$ cat config.mk
export PLATFORM = sky130hd
export DESIGN_NAME = lc3b_ctrl_pipe
export DESIGN_NICKNAME = d
export VERILOG_FILES = /design/src/rtl/lc3b_ctrl_pipe.sv
export SDC_FILE = /design/constraint.sdc
export NUM_CORES = 1
export LEC_CHECK = 0
export CAP_MARGIN = 10
export CORE_MARGIN = 8
export CORE_UTILIZATION = 42
export CTS_BUF_LIST = sky130_fd_sc_hd__clkbuf_4
export DETAILED_ROUTE_END_ITERATION = 10
export GPL_ROUTABILITY_DRIVEN = 1
export PLACE_DENSITY = 0.8
export SKIP_LAST_GASP = 1
export SLEW_MARGIN = 20
export SYNTH_ARGS = -nofsm -noshare
export SYNTH_HDL_FRONTEND = slang
export SYNTH_SLANG_ARGS = --single-unit
$ cat constraint.sdc
create_clock -name clk -period 2.05 [get_ports clk]
set_input_delay 0.205 -clock clk [delete_from_list [all_inputs] [get_ports clk]]
set_output_delay 0.205 -clock clk [all_outputs]
set_load 0.02 [all_outputs]
$ cat src/rtl/lc3b_ctrl_pipe.sv
// ---------------------------------------------------------------------------
// lc3b_ctrl_pipe
//
// Control-word pipeline for the LC-3b core. It takes each decoded control
// word from the ID slot and carries it, with its valid, destination,
// regfile-write and load tags, through NUM_STAGES registers (by default
// ID/EX, EX/MEM, MEM/WB). It also decides every cycle whether to stall,
// insert a bubble or squash:
//   - data-memory freeze (dmem_stall): the whole pipe holds
//   - taken-branch squash (flush): stages 0..FLUSH_STAGE are killed, the
//     branch moves on, and the IF/ID slot is invalidated upstream
//   - load-use interlock (hazard): the ID slot waits one cycle and a
//     bubble enters stage 0
//
// Optional feature macro: LC3B_CTRL_PIPE_PERF_EN
//   defined   -> 32-bit saturating stall/bubble/flush event counters
//   undefined -> counter ports tied to zero, no counter flops
//
// Ports:
//   clk, reset_n                     clock (rising edge), async active-low reset
//   id_valid, id_ctrl, id_dest,
//   id_wr, id_is_load                ID-slot instruction and its tags
//   id_src1/2, id_src1/2_used        ID-slot source registers
//   dmem_stall                       data memory not ready this cycle
//   flush                            stage FLUSH_STAGE holds a taken branch
//   id_accept                        ID slot consumed this cycle
//   ifid_flush                       upstream must invalidate IF/ID
//   hazard                           load-use interlock active
//   stage_valid/ctrl/dest/wr         per-stage state, stage k at slice k
//   stall_cnt, bubble_cnt, flush_cnt performance counters
// ---------------------------------------------------------------------------
module lc3b_ctrl_pipe #(
    parameter int CTRL_W      = 32,
    parameter int NUM_STAGES  = 3,
    parameter int DEST_W      = 3,
    parameter int FLUSH_STAGE = 1
) (
    input  logic                         clk,
    input  logic                         reset_n,
    input  logic                         id_valid,
    input  logic [CTRL_W-1:0]            id_ctrl,
    input  logic [DEST_W-1:0]            id_dest,
    input  logic                         id_wr,
    input  logic                         id_is_load,
    input  logic [DEST_W-1:0]            id_src1,
    input  logic [DEST_W-1:0]            id_src2,
    input  logic                         id_src1_used,
    input  logic                         id_src2_used,
    input  logic                         dmem_stall,
    input  logic                         flush,
    output logic                         id_accept,
    output logic                         ifid_flush,
    output logic                         hazard,
    output logic [NUM_STAGES-1:0]        stage_valid,
    output logic [NUM_STAGES*CTRL_W-1:0] stage_ctrl,
    output logic [NUM_STAGES*DEST_W-1:0] stage_dest,
    output logic [NUM_STAGES-1:0]        stage_wr,
    output logic [31:0]                  stall_cnt,
    output logic [31:0]                  bubble_cnt,
    output logic [31:0]                  flush_cnt
);

    // Which sequencing rule governs the current cycle.
    typedef enum logic [1:0] {
        RULE_ADV   = 2'd0,
        RULE_HAZ   = 2'd1,
        RULE_FLUSH = 2'd2,
        RULE_STALL = 2'd3
    } rule_e;

    // Stage state; index k of each packed array is pipeline stage k.
    logic [NUM_STAGES-1:0]             r_valid;
    logic [NUM_STAGES-1:0][CTRL_W-1:0] r_ctrl;
    logic [NUM_STAGES-1:0][DEST_W-1:0] r_dest;
    logic [NUM_STAGES-1:0]             r_wr;
    logic [NUM_STAGES-1:0]             r_load;

    logic [NUM_STAGES-1:0]             w_valid_nxt;
    logic [NUM_STAGES-1:0][CTRL_W-1:0] w_ctrl_nxt;
    logic [NUM_STAGES-1:0][DEST_W-1:0] w_dest_nxt;
    logic [NUM_STAGES-1:0]             w_wr_nxt;
    logic [NUM_STAGES-1:0]             w_load_nxt;

    logic  w_load_use;
    rule_e w_rule;

    // Load-use detect: the ID instruction reads the register that a load
    // sitting in stage 0 has not yet produced.
    always_comb begin
        w_load_use = 1'b0;
        if (id_valid && r_valid[0] && r_load[0] && r_wr[0]) begin
            w_load_use = (id_src1_used && (id_src1 == r_dest[0])) ||
                         (id_src2_used && (id_src2 == r_dest[0]));
        end else begin
            w_load_use = 1'b0;
        end
    end

    // Priority select of the cycle rule: freeze, squash, interlock, advance.
    always_comb begin
        w_rule = RULE_ADV;
        if (dmem_stall) begin
            w_rule = RULE_STALL;
        end else if (flush) begin
            w_rule = RULE_FLUSH;
        end else if (w_load_use) begin
            w_rule = RULE_HAZ;
        end else begin
            w_rule = RULE_ADV;
        end
    end

    // Handshake outputs; held low while reset is asserted so upstream never
    // sees the ID slot consumed during reset.
    always_comb begin
        hazard     = 1'b0;
        id_accept  = 1'b0;
        ifid_flush = 1'b0;
        if (reset_n) begin
            hazard     = (w_rule == RULE_HAZ);
            ifid_flush = (w_rule == RULE_FLUSH);
            // A squashed ID slot counts as consumed: it is discarded.
            id_accept  = (w_rule == RULE_FLUSH) ||
                         ((w_rule == RULE_ADV) && id_valid);
        end else begin
            hazard     = 1'b0;
            ifid_flush = 1'b0;
            id_accept  = 1'b0;
        end
    end

    // Next-state for every stage according to the selected rule.
    always_comb begin
        w_valid_nxt = r_valid;
        w_ctrl_nxt  = r_ctrl;
        w_dest_nxt  = r_dest;
        w_wr_nxt    = r_wr;
        w_load_nxt  = r_load;
        case (w_rule)
            RULE_STALL: begin
                w_valid_nxt = r_valid;
                w_ctrl_nxt  = r_ctrl;
                w_dest_nxt  = r_dest;
                w_wr_nxt    = r_wr;
                w_load_nxt  = r_load;
            end
            RULE_FLUSH: begin
                // Older than the branch (and the branch itself) move on;
                // everything younger than the branch is killed.
                for (int k = 1; k < NUM_STAGES; k++) begin
                    if (k > FLUSH_STAGE) begin
                        w_valid_nxt[k] = r_valid[k-1];
                        w_ctrl_nxt[k]  = r_ctrl[k-1];
                        w_dest_nxt[k]  = r_dest[k-1];
                        w_wr_nxt[k]    = r_wr[k-1];
                        w_load_nxt[k]  = r_load[k-1];
                    end else begin
                        w_valid_nxt[k] = 1'b0;
                        w_ctrl_nxt[k]  = {CTRL_W{1'b0}};
                        w_dest_nxt[k]  = {DEST_W{1'b0}};
                        w_wr_nxt[k]    = 1'b0;
                        w_load_nxt[k]  = 1'b0;
                    end
                end
                w_valid_nxt[0] = 1'b0;
                w_ctrl_nxt[0]  = {CTRL_W{1'b0}};
                w_dest_nxt[0]  = {DEST_W{1'b0}};
                w_wr_nxt[0]    = 1'b0;
                w_load_nxt[0]  = 1'b0;
            end
            RULE_HAZ, RULE_ADV: begin
                for (int k = 1; k < NUM_STAGES; k++) begin
                    w_valid_nxt[k] = r_valid[k-1];
                    w_ctrl_nxt[k]  = r_ctrl[k-1];
                    w_dest_nxt[k]  = r_dest[k-1];
                    w_wr_nxt[k]    = r_wr[k-1];
                    w_load_nxt[k]  = r_load[k-1];
                end
                if ((w_rule == RULE_ADV) && id_valid) begin
                    w_valid_nxt[0] = 1'b1;
                    w_ctrl_nxt[0]  = id_ctrl;
                    w_dest_nxt[0]  = id_dest;
                    w_wr_nxt[0]    = id_wr;
                    w_load_nxt[0]  = id_is_load;
                end else begin
                    w_valid_nxt[0] = 1'b0;
                    w_ctrl_nxt[0]  = {CTRL_W{1'b0}};
                    w_dest_nxt[0]  = {DEST_W{1'b0}};
                    w_wr_nxt[0]    = 1'b0;
                    w_load_nxt[0]  = 1'b0;
                end
            end
            default: begin
                w_valid_nxt = r_valid;
                w_ctrl_nxt  = r_ctrl;
                w_dest_nxt  = r_dest;
                w_wr_nxt    = r_wr;
                w_load_nxt  = r_load;
            end
        endcase
    end

    // Stage registers.
    always_ff @(posedge clk or negedge reset_n) begin
        if (!reset_n) begin
            r_valid <= {NUM_STAGES{1'b0}};
            r_ctrl  <= '0;
            r_dest  <= '0;
            r_wr    <= {NUM_STAGES{1'b0}};
            r_load  <= {NUM_STAGES{1'b0}};
        end else begin
            r_valid <= w_valid_nxt;
            r_ctrl  <= w_ctrl_nxt;
            r_dest  <= w_dest_nxt;
            r_wr    <= w_wr_nxt;
            r_load  <= w_load_nxt;
        end
    end

    assign stage_valid = r_valid;
    assign stage_ctrl  = r_ctrl;
    assign stage_dest  = r_dest;
    // Write tag is qualified by valid so a stale tag can never reach the regfile.
    assign stage_wr    = r_wr & r_valid;

`ifdef LC3B_CTRL_PIPE_PERF_EN
    logic [31:0] r_stall_cnt;
    logic [31:0] r_bubble_cnt;
    logic [31:0] r_flush_cnt;

    function automatic logic [31:0] sat_inc(input logic [31:0] v);
        if (v == 32'hFFFF_FFFF) begin
            sat_inc = v;
        end else begin
            sat_inc = v + 32'd1;
        end
    endfunction

    // Event counters, one increment per cycle of the matching rule.
    always_ff @(posedge clk or negedge reset_n) begin
        if (!reset_n) begin
            r_stall_cnt  <= 32'd0;
            r_bubble_cnt <= 32'd0;
            r_flush_cnt  <= 32'd0;
        end else begin
            case (w_rule)
                RULE_STALL: r_stall_cnt  <= sat_inc(r_stall_cnt);
                RULE_HAZ:   r_bubble_cnt <= sat_inc(r_bubble_cnt);
                RULE_FLUSH: r_flush_cnt  <= sat_inc(r_flush_cnt);
                default: begin
                    r_stall_cnt  <= r_stall_cnt;
                    r_bubble_cnt <= r_bubble_cnt;
                    r_flush_cnt  <= r_flush_cnt;
                end
            endcase
        end
    end

    assign stall_cnt  = r_stall_cnt;
    assign bubble_cnt = r_bubble_cnt;
    assign flush_cnt  = r_flush_cnt;
`else
    assign stall_cnt  = 32'd0;
    assign bubble_cnt = 32'd0;
    assign flush_cnt  = 32'd0;
`endif

endmodule

==> out/summary.txt, run 1 <==
Mapped Cells = 487
Unique masters post-synth = 22
Sequential share of power = 53.8%
Via count = 3,693
Clk slew on worst S/H paths = 190 ps
Delay-heaviest family, CP = flip-flops
Fin crit period = 2260 ps
TritonCTS clock tree = built
Core footprint = 12,500 sq um
Area grow syn2layout = 26.3%
Ys flop type = dfrtp_1
Largest stage delay, worst path = 450 ps
Die extent in y = 129 microns
Worst Setup End Kind = output port
Final hold slack = 256 ps
Dpl hpwl = 10,500 microns
Failing checks = setup timing
Most Frequent Cell on Critical Path = buf_4
Slowest CP cell = dfrtp_1
Hold crit path type = input pin to register
Internal Power = 3090 uW
Max cap viols = 0
Remaining global-route overflow = 0
Total Wirelength = 14,100 microns
Synthesized flop and latch total = 112
Top Ports = 260
Final period util = 110%
Fin area = 6760 sq um
Die ar. = 16,600 sq um
Synth cell count leaders = buf_4, dfrtp_1, nand2_1
Setup Crit Path Kind = register to output port
Final Hold Viols = 0
Power density over the cells = 662 nW/um^2
Share of the synthesized area in the top cell type = 52.4%
DRT iter0 DRCs = 280
Synth top area cells = dfrtp_1, buf_4, mux2_2
Switching power = 1380 uW
Initial core utilization = 42.7%
Ratio of cells with drive above 1 in the final layout = 12.3%
Clock root buffer = clkbuf_4
Drt first pass iters = 5
Clk sink count = 112
Maximum VDD drop = 0.273 mV
Crit-path cells = xnor2_1 -> nand4_1 -> a2111oi_4 -> buf_4 -> buf_6 -> o21bai_1 -> buf_4
Seq/Total Area, Yosys = 52.4%
Biggest area consumer among synthesized cells = dfrtp_1
Placed cell area = 6570 sq um
Largest net degree at the start of global routing = 71
Crit path arrival time = 2060 ps
Fill count = 1,108
Final Slew Violations = 0
CP Launch Type = register
Max H-tree Level = 3
CP required = 1850 ps
Util after Layout = 54.0%
Sw Ratio = 31.0%
Vias in the first global route = 4,089
Slew @ Worst Pin = 863 ps
Combinational fraction of design power = 20.8%
Die Span X = 129 microns
Drt drc = 0
Initial antenna violation count = 0
Row count = 41
Fmax = 442 MHz
Synthesized area per cell = 11.0 sq um
RD Place Congestion = 0.824
Share of total power in the clock network = 25.3%
Final setup viols = 2
CTS Buf Count = 9
Most frequent cell after synthesis = buf_4
I/O Buffers = 163
WL per Instance = 17.8 microns
RSZ-0062 raised after global routing = true
CTS Buffer Depth = 2
Vias per inst = 4.67
WP buf/inv = 3
LEAKAGE = 0.00311 uW
Worst slew margin relative to its limit = 42.4%
Setup Skew = 26.7 ps
CP max FO = 3
Ys async rst share = 100%
# diodes = 0
Final nets = 663
Antenna-violating nets left = 0
Final critical-path setup slack = -211 ps
Clk Latency, worst-skew pair = 460 ps
Post-synth EDFFs = 0
First-pass GRT wire length = 21,900 microns
Post-Synthesis Cell Area = 5350 sq um
Status = finished with violations
Gr usage total = 16.7%
Ys Warns = 0
==> final timing paths <==
check,slack [ps],end,depth (start not counted),startpoint
max,-210,id_accept,7,stage_dest[0]
min,260,stage_ctrl[1],5,dmem_stall
max reg2reg,70,stage_ctrl[11],6,stage_dest[0]
min reg2reg,510,r_load[0],2,r_load[0]
max in group asynchronous,400,stage_ctrl[12],4,reset_n
min in group asynchronous,340,stage_ctrl[36],3,reset_n
==> tightest hold or removal path: cells and delay by family <==
family                 cells  cell delay [ps]
buffers and inverters      2              280
AND/OR/NAND/NOR            2              150
AO/OA/AOI/OAI              1               50
==> cell type report <==
type                    instances  area (sq um)  area share (%)
inverters                       1          3.75          0.0556
well taps                     172           215            3.19
clock inverters                 7          78.8            1.17
clock buffers                   9          67.6            1.00
flip-flops and latches        112          2800            41.5
repair buffers                180          1780            26.4
multi-input cells             309          1810            26.7
==> cell families after synthesis <==
| logic type | after synthesis | synth area share [%] |
|---|---|---|
| buffers and inverters | 161 | 20.8 |
| AND/OR/NAND/NOR | 93 | 7.91 |
| multiplexers | 37 | 7.79 |
| XOR/XNOR | 6 | 0.983 |
| flip-flops | 112 | 52.4 |
| other | 1 | 0.0701 |
| AO/OA/AOI/OAI | 77 | 10.1 |
==> registers in the layout (all words and copies together), names as in the netlist <==
| register | flops |
|---|---|
| stage_ctrl | 96 |
| stage_dest | 9 |
| r_wr | 3 |
| stage_valid | 3 |
| r_load | 1 |
==> metal layers <==
metal | up-vias | wire length [microns] | GRT usage, %
met4 | 0 | 276 | 6.08
met2 | 212 | 6650 | 27.3
met5 | - | 0 | 0
met3 | 21 | 1180 | 4.76
li1 | 1677 | - | -
met1 | 1783 | 5950 | 20.8
==> cell usage in the layout (no fill, tap or decap), types with 2 or more instances in the layout <==
cell type,count
buf_12,2
dfrtp_1,112
and2_1,3
inv_8,2
o21ai_1,3
conb_1,96
o21ai_0,38
mux2_2,37
clkdlybuf4s50_1,157
clkbuf_4,9
nand3_1,37
buf_4,16
nand4_1,2
xnor2_1,5
buf_6,2
a22o_1,34
nand2_1,45
clkinvlp_4,3
nand2b_1,3
==> repair_timing <==
action                                 CTS  global route
endpoints found under the hold margin   42             0
buffers inserted                         2             0
resized for setup                       12             2
hold buffers                             1             0
pin swaps                                4             3
setup endpoints to repair               11            39
==> per-stage QoR <==
step	setup TNS (ps)	total power, uW	setup slack, ps	std cells
detailed placement	-8970	3380	-486	771
floorplan	0	3090	167	582
global placement	-7070	3360	-449	771
global route	-2350	4700	-367	790
CTS	-536	4520	-273	790
finish	-410	4470	-211	790
==> power groups by stage <==
stage / Combinational, uW / Clock, uW / Sequential (uW)
6_report: 931 / 1130 / 2410
5_1_grt: 996 / 1270 / 2420
4_1_cts: 933 / 1180 / 2410
3_5_place_dp: 927 / 0 / 2450
3_3_place_gp: 914 / 0 / 2440
2_1_floorplan: 565 / 0 / 2530
Note: power is estimated with default switching activity, not from simulation.
==> inputs of run 2 (changes only) <==
Settings changed: CORE_UTILIZATION 42 to 45, PLACE_DENSITY 0.8 to 0.85.
Clock period 2.05 ns to 2.81 ns, I/O delays scaled along.
==> out/summary.txt, run 2 (synthesis gave the netlist of run 1 again) <==
Row count = 40 (-2.4%)
Clk Latency, worst-skew pair = 460 ps (about the same)
Combinational fraction of design power = 19.8% (-1.0 points)
Grt met1 use = 22.7% (+2.0 points)
Status = completed
Antenna-violating nets left = 0 (unchanged)
Critical R2R Launch = stage_dest[0]
Reg-to-reg endpoint = stage_ctrl[7]
Fmax = 387 MHz
Share of total power in the clock network = 28.0% (+2.7 points)
Setup Skew = 21.4 ps (-5.30 ps)
Maximum VDD drop = 0.306 mV (+12%)
Final nets = 657 (-0.90%)
Slew @ Worst Pin = 902 ps (+38.7 ps)
Critical Path Sink = hazard
Reg2Reg Setup Slack = 750 ps (+680 ps)
Clk slew on worst S/H paths = 180 ps (about the same)
Final Slew Violations = 0 (unchanged)
First-pass GRT wire length = 21,900 microns (+0.22%)
Gr usage total = 17.5% (+0.74 points)
Drt drc = 0 (unchanged)
Busiest layer in global routing = met2
Final period util = 91.9%
Vias in the first global route = 4,006 (-2.0%)
Remaining global-route overflow = 0 (unchanged)
Max FFs per register = 96 (unchanged)
RSZ-0062 raised after global routing = false
Final setup viols = 0 (-2)
WL per Instance = 18.5 microns (+4.0%)
Switching power = 1030 uW (-26%)
Largest net degree at the start of global routing = 74 (+4.2%)
I/O Buffers = 163 (unchanged)
Ratio of cells with drive above 1 in the final layout = 11.6% (-0.70 points)
RD Place Congestion = 0.852 (+3.4%)
Core footprint = 11,800 sq um (-5.6%)
Fill count = 975 (-12%)
CTS Buffer Depth = 2 (unchanged)
Vias per inst = 4.87 (+4.3%)
Fin crit period = 2580 ps
Setup Crit Path Kind = register to output port
Initial core utilization = 45.3% (+2.6 points)
LEAKAGE = 0.00309 uW (-0.80%)
Final Power = 3370 uW (-25%)
Hold crit path type = input pin to register
CP required = 2530 ps (+680 ps)
Final Hold Viols = 0 (unchanged)
Sw Ratio = 30.5% (-0.52 points)
Grt met2 use = 27.4% (+0.14 points)
Internal Power = 2340 uW (-24%)
Max H-tree Level = 3 (unchanged)
Worst slew margin relative to its limit = 39.9% (-2.6 points)
Power density over the cells = 504 nW/um^2 (-24%)
Initial antenna violation count = 1 (+1)
Area grow syn2layout = 24.9%
Top Ports = 260 (unchanged)
Reg2reg path depth = 5 (-1)
Dpl hpwl = 10,300 microns (-1.7%)
DRT iter0 DRCs = 404 (+44%)
Hold Crit Depth = 3 (-2)
CP Launch Type = register
Die ar. = 15,600 sq um (-5.9%)
Die extent in y = 125 microns (-3.0%)
Worst Setup End Kind = output port
Most frequent cells in the layout = clkdlybuf4s50_1, dfrtp_1, conb_1
TritonCTS clock tree = built
Sequential share of power = 52.2% (-1.6 points)
Total Wirelength = 14,100 microns (about the same)
Commonest non-fill, non-tap cell in the layout = clkdlybuf4s50_1
Final hold slack = 366 ps (+110 ps)
Worst Setup SP = stage_dest[0]
Via count = 3,699 (+0.16%)
Die Span X = 125 microns (-3.0%)
Drt first pass iters = 4 (-1)
Crit path arrival time = 2300 ps (+240 ps)
Met3 GRT Util = 5.44% (+0.68 points)
# diodes = 0 (unchanged)
CP max FO = 5 (+2)
CTS Buf Count = 9 (unchanged)
Clock root buffer = clkbuf_4
Max cap viols = 0 (unchanged)
Clk sink count = 112 (unchanged)
-- run 2: cell count changes in the layout (fill, tap and decap cells not counted), moves of 3 or more --
cell,before,now
clkinvlp_4,3,0
buf_4,16,12
dfrtp_2,0,3
dfrtp_1,112,109
-- run 2: power by group through the flow --
stage               combinational [uW]  clock (uW)  sequential [uW]
floorplan                          412           0             1840
detailed placement                 664           0             1790
CTS                                667         975             1760
global route                       711        1040             1770
global placement                   652           0             1780
finish                             667         943             1760
-- run 2: area by class of cell --
type,count,area [sq um],area share (%)
multi-input cells,309,1800,26.9
flip-flops and latches,112,2810,42.0
inverters,1,3.75,0.0562
repair buffers,174,1710,25.6
clock inverters,7,114,1.70
clock buffers,9,67.6,1.01
well taps,147,184,2.75
-- run 2: worst max-delay path, cell delays in order, from the launching register on --
cell and delay, ps:
dfrtp_2 480, xnor2_1 170, nand4_1 160, a2111oi_4 490
and3b_1 210, dlygate4sd2_1 330
-- run 2: per-stage QoR --
stage | setup slack (ps) | cell area [sq um] | std cells | utilization (%) | TNS (ps)
after detailed placement | 202 | 6480 | 741 | 54.8 | 0
after CTS | -66.1 | 6680 | 759 | 56.5 | -66.1
final | 227 | 6680 | 759 | 56.6 | 0
after global routing | 81.7 | 6680 | 759 | 56.6 | 0
after global placement | 227 | 6480 | 741 | 54.8 | 0
after floorplan | 851 | 5700 | 582 | - | 0
-- run 2: worst min-delay path by stage --
| stage | slack [ps] | start | endpoint |
|---|---|---|---|
| global placement | 380 | reset_n | stage_ctrl[68] |
| floorplan | -10 | reset_n | r_load[0] |
| CTS | 330 | id_dest[1] | stage_dest[1] |
| global route | 340 | id_dest[0] | stage_dest[0] |
| finish | 370 | id_dest[1] | stage_dest[1] |
| detailed placement | 380 | reset_n | stage_ctrl[69] |
-- run 2: metal layers --
layer	share of wire (%)	vias to the layer above
li1	-	1652
met1	44	1822
met4	1.6	2
met2	46	208
met5	0.064	-
met3	7.7	15
-- run 2: what timing repair did --
action                                  CTS  global route
resized for setup                         2             3
cloned                                    0             0
setup buffers                             1             0
hold endpoints to repair                 39             0
endpoints found under the setup margin    1             1
hold buffers                              1             0
pin swaps                                 1             1
==> inputs of run 3 (changes only) <==
Settings changed: CAP_MARGIN 10 to 20.
==> results of run 3 <==
Final layout, timing and power as in run 2 (identical DEF).
